===== src/rtl/roleda_deser.sv =====
// Serial-to-parallel front end for the 5-bit pattern detector.
// Collects gated serial bits into 5-bit frames and keeps a registered match plus saturating counters.
module roleda_deser #(
    parameter int unsigned CNT_W = 8
) (
    input  logic             clk,
    input  logic             rst,
    input  logic             SIN,
    input  logic             SIN_VALID,
    input  logic             SYNC,
    output logic             A,
    output logic             B,
    output logic             C,
    output logic             D,
    output logic             E,
    output logic             VALID,
    output logic             MATCH,
    output logic [CNT_W-1:0] FRAME_CNT,
    output logic [CNT_W-1:0] MATCH_CNT
);

    typedef enum logic [0:0] {StCollect, StComplete} state_e;

    localparam logic [CNT_W-1:0] CntMax = '1;
    localparam logic [CNT_W-1:0] CntOne = CNT_W'(1);

    state_e     state_q;
    logic [2:0] idx_q;
    logic [3:0] sr_q;
    logic [4:0] frame;
    logic       frame_match;

    always_comb begin
        frame       = {sr_q, SIN};
        frame_match = (frame == 5'b10110) || (frame == 5'b11010);
    end

    // StComplete lasts exactly the one cycle after a frame lands, so VALID is a state decode.
    assign VALID = (state_q == StComplete);

    always_ff @(posedge clk) begin
        if (rst) begin
            state_q   <= StCollect;
            idx_q     <= 3'd0;
            sr_q      <= 4'd0;
            {A, B, C, D, E} <= 5'd0;
            MATCH     <= 1'b0;
            FRAME_CNT <= '0;
            MATCH_CNT <= '0;
        end else begin
            state_q <= StCollect;
            if (SYNC) begin
                // Realign: a qualified bit in the same cycle starts the new frame.
                sr_q  <= {3'd0, SIN & SIN_VALID};
                idx_q <= SIN_VALID ? 3'd1 : 3'd0;
            end else if (SIN_VALID) begin
                if (idx_q == 3'd4) begin
                    state_q         <= StComplete;
                    idx_q           <= 3'd0;
                    sr_q            <= 4'd0;
                    {A, B, C, D, E} <= frame;
                    MATCH           <= frame_match;
                    if (FRAME_CNT != CntMax) begin
                        FRAME_CNT <= FRAME_CNT + CntOne;
                    end
                    if (frame_match && (MATCH_CNT != CntMax)) begin
                        MATCH_CNT <= MATCH_CNT + CntOne;
                    end
                end else begin
                    sr_q  <= {sr_q[2:0], SIN};
                    idx_q <= idx_q + 3'd1;
                end
            end
        end
    end

endmodule


===== config.mk =====
export PLATFORM = sky130hd
export DESIGN_NAME = roleda_deser
export DESIGN_NICKNAME = d
export VERILOG_FILES = /design/src/rtl/roleda_deser.sv
export SDC_FILE = /design/constraint.sdc
export NUM_CORES = 1
export LEC_CHECK = 0
export BUFFER_PORTS_ARGS = -buffer_cell sky130_fd_sc_hd__buf_2
export CAP_MARGIN = 10
export CORE_UTILIZATION = 40
export DETAILED_ROUTE_END_ITERATION = 7
export SETUP_SLACK_MARGIN = 0.5
export SYNTH_ARGS = -nofsm -noshare
export SYNTH_HDL_FRONTEND = slang
export SYNTH_SLANG_ARGS = --single-unit

===== constraint.sdc =====
create_clock -name clk -period 2.1 [get_ports clk]
set_input_delay 0.42 -clock clk [delete_from_list [all_inputs] [get_ports clk]]
set_output_delay 0.42 -clock clk [all_outputs]
set_load 0.05 [all_outputs]

==> results.yml <==
clocking:
  cts.sinks: 30
  clk_pin_slew_ns: 0.09
  insertion_delay_ns: 0.34
  clockBufferDepth: 2
  root_buffer: "clkbuf_4"
  cts_tree: "built"
  cts_buffers: 5
  htreeDepth: 2
  ctsHoldBuffers: 0
synthesis:
  ys_seq_area_share_pct: 43.80
  synth-compound-area-share_pct: 18.34
  syn_avg_cell_area_um2: 8.571
  synth_xor_area_share_pct: 3.832
  yosysWarnings: 0
  yosys.area_share.simple_pct: 24.73
  synth_cell_types: 35
  synth_top_family_by_area: "simple AND/OR/NAND/NOR gates"
  synth_fa_ha_area_share_pct: 3.650
  synth_nets: 169
  synth_cells: 160
  muxShareOfSynthArea_pct: 1.460
  ys_ff_latch: 30
  synth_area_mm2: 0.001371
layout:
  layout-drive-gt1-share_pct: 38.42
  num_antenna_cells: 0
  postLayoutCoreUtil_pct: 58.45
  finalNonFillerCells: 247
  fill_cells: 296
  syn_to_final_growth_pct: 34.40
  nets: 211
floorplan:
  dieArea_mm2: 0.003666
  die_y_um: 60.55
  initial_core_util_pct: 43.49
  core_area_mm2: 0.003153
  die_w_um: 60.55
  fp-row-count: 20
  pin_count: 28
critical_path:
  required_ns: 2.36
  crit_type: "reg2reg"
  cp_max_fo: 6
  startpoint_type: "flop"
  crit_path_end_kind: "flop"
  critPathArrivalTime_ns: 2.11
global_routing:
  grt_antenna_before_repair: 0
  grt_first_pass_wirelength_um: 5382
  first_global_vias: 1193
  grt.total_usage_pct: 20.34
  grt_max_degree: 31
  grt_overflow: 0
timing:
  rsz0062_at_grt: "true"
  max_freq_mhz: 539.8
  period_share_pct: 88.21
  clock_skew_ns: 0.01224
  fin_tns_setup_ns: 0
  hold_viol: 0
  setup_viol: 0
  slew_headroom_pct: 61.53
  holdWs_ns: 0.3740
  worst_slack_ns: 0.2476
  drv_slew: 0
  worstMarginPinSlew_ns: 0.5771
  min_period_ns: 1.852
run_status:
  outcome: "complete, no violations"
placed_design:
  dpl.cell_count: 228
  hpwl_um: 2034
  place_worst_setup_slack_ns: 0.06709
  gp_congestion: 0.7284
  place.port_buffers: 27
detailed_routing:
  first_pass_iters: 4
  drc: 0
  drt_iter0_drc: 57
  viasPerCell: 5.344
  detail_route.wl_per_cell_um: 13.30
  antenna_left: 0
  vias: 1320
  routed_wl_um: 3286
pwr:
  power.density_mw_per_mm2: 569.2
  vdd_ir_drop_max_uv: 373.1
  leakage_nw: 0.7405
worst_hold_path:
  hold_class: "in2reg"
flow_run:
  max_cap_viol_count: 0
-- path summary, 6_finish.rpt --
check	startpoint	to	slack, ns	cells after the start
max	idx_q[0]	MATCH_CNT[2]	0.25	6
min	SIN	E	0.37	3
max reg2reg	idx_q[0]	MATCH_CNT[2]	0.25	6
min reg2reg	E	E	0.46	2
-- cell families (layout without fill, tap and decap cells) --
group,Yosys count,after routing
simple gates,61,62
compound gates,42,42
buf+inv,15,57
mux,2,2
fa+ha+maj,4,4
xor+xnor,6,6
flops,30,30
-- power breakdown --
| part | switching [W] | internal [W] | total, W |
|---|---|---|---|
| clock network | 0.000199 | 0.000229 | 0.000427 |
| logic | 0.0000286 | 0.0000212 | 0.0000499 |
| registers | 0.00000269 | 0.000569 | 0.000572 |
-- area by class of cell --
| type | instances | area (um^2) | share of cell area, % |
|---|---|---|---|
| multi-input cells | 116 | 799.5 | 43.38 |
| flip-flops and latches | 30 | 616.8 | 33.47 |
| repair buffers | 43 | 270.3 | 14.66 |
| clock buffers | 8 | 78.83 | 4.277 |
| well taps | 44 | 55.05 | 2.987 |
| inverters | 6 | 22.52 | 1.222 |
-- Yosys cell counts (all sizes together) --
| library cell | number | share of area (%) |
|---|---|---|
| nor4b | 1 | 0.64 |
| o31ai | 4 | 2.2 |
| nand4 | 2 | 0.91 |
| or4 | 4 | 2.2 |
| o21ai | 8 | 2.9 |
| or2 | 1 | 0.46 |
| a21oi | 18 | 6.6 |
| or3b | 1 | 0.64 |
| buf | 1 | 0.36 |
| nor4 | 1 | 0.46 |
| and2 | 1 | 0.46 |
| clkbuf | 8 | 2.2 |
| inv | 6 | 1.6 |
| o21ba | 1 | 0.73 |
| o31a | 1 | 0.64 |
| nor2 | 9 | 2.5 |
| a31oi | 3 | 1.4 |
| xnor2 | 2 | 1.3 |
| o211ai | 4 | 2.2 |
| nor3 | 5 | 1.8 |
| nand4b | 1 | 1.7 |
| nand3 | 5 | 1.8 |
| nor3b | 1 | 0.55 |
| nor2b | 3 | 1.4 |
| o21a | 1 | 0.55 |
| nand2 | 16 | 4.4 |
| a211oi | 1 | 0.55 |
| and4b | 1 | 0.73 |
| xor2 | 4 | 2.6 |
| or3 | 6 | 2.7 |
| ha | 4 | 3.6 |
| and3 | 3 | 1.4 |
| mux2i | 2 | 1.5 |
| dfxtp | 30 | 44 |
| o2111ai | 1 | 0.64 |
-- repair_timing --
item,CTS,global route
endpoints found under the hold margin,0,0
endpoints found under the setup margin,8,16
gates cloned,1,0
pin swaps,11,7
buffers inserted,7,3
gates resized for setup,4,14
-- cells in the final DEF, fill, tap and decap left out, drive strengths merged, types with 2 or more instances in the layout --
cell / synthesis / layout
buf: 1 / 43
clkbuf: 8 / 8
or4: 4 / 5
nand2: 16 / 16
dfxtp: 30 / 30
a21oi: 18 / 18
inv: 6 / 6
nor2: 9 / 9
o211ai: 4 / 4
nand4: 2 / 2
xor2: 4 / 4
xnor2: 2 / 2
o31ai: 4 / 4
mux2i: 2 / 2
a31oi: 3 / 3
or3: 6 / 6
nor2b: 3 / 3
and3: 3 / 3
nor3: 5 / 5
o21ai: 8 / 8
ha: 4 / 4
nand3: 5 / 5
-- state kept, by name, summed over array words and instances (netlist names) --
name / count
idx_q: 3
C: 1
E: 1
sr_q: 4
FRAME_CNT: 8
VALID: 1
MATCH_CNT: 8
A: 1
B: 1
D: 1
MATCH: 1
-- per-layer routing --
metal	routed length, um	vias to the layer above	GRT usage, %	part of all wire, %
li1	-	659	-	-
met1	1509	621	25.20	46
met2	1580	34	31.55	48
met3	151	6	7.676	4.6
met4	44	0	9.091	1.3
met5	0	-	0	0
-- critical path: stages, from the launching register on --
cell,delay (ns)
dfxtp_2,0.33
inv_2,0.07
ha_4,0.15
nand4b_4,0.09
or4_4,0.47
or4_1,0.52
a21oi_1,0.15
-- stage by stage --
step / instance area, um^2 / total power (W)
after floorplan: 1418 / 0.0006121
after global placement: 1603 / 0.0006245
after detailed placement: 1603 / 0.0006260
after CTS: 1765 / 0.001062
after global routing: 1843 / 0.001104
final: 1843 / 0.001049
(Power assumes the default switching activity.)
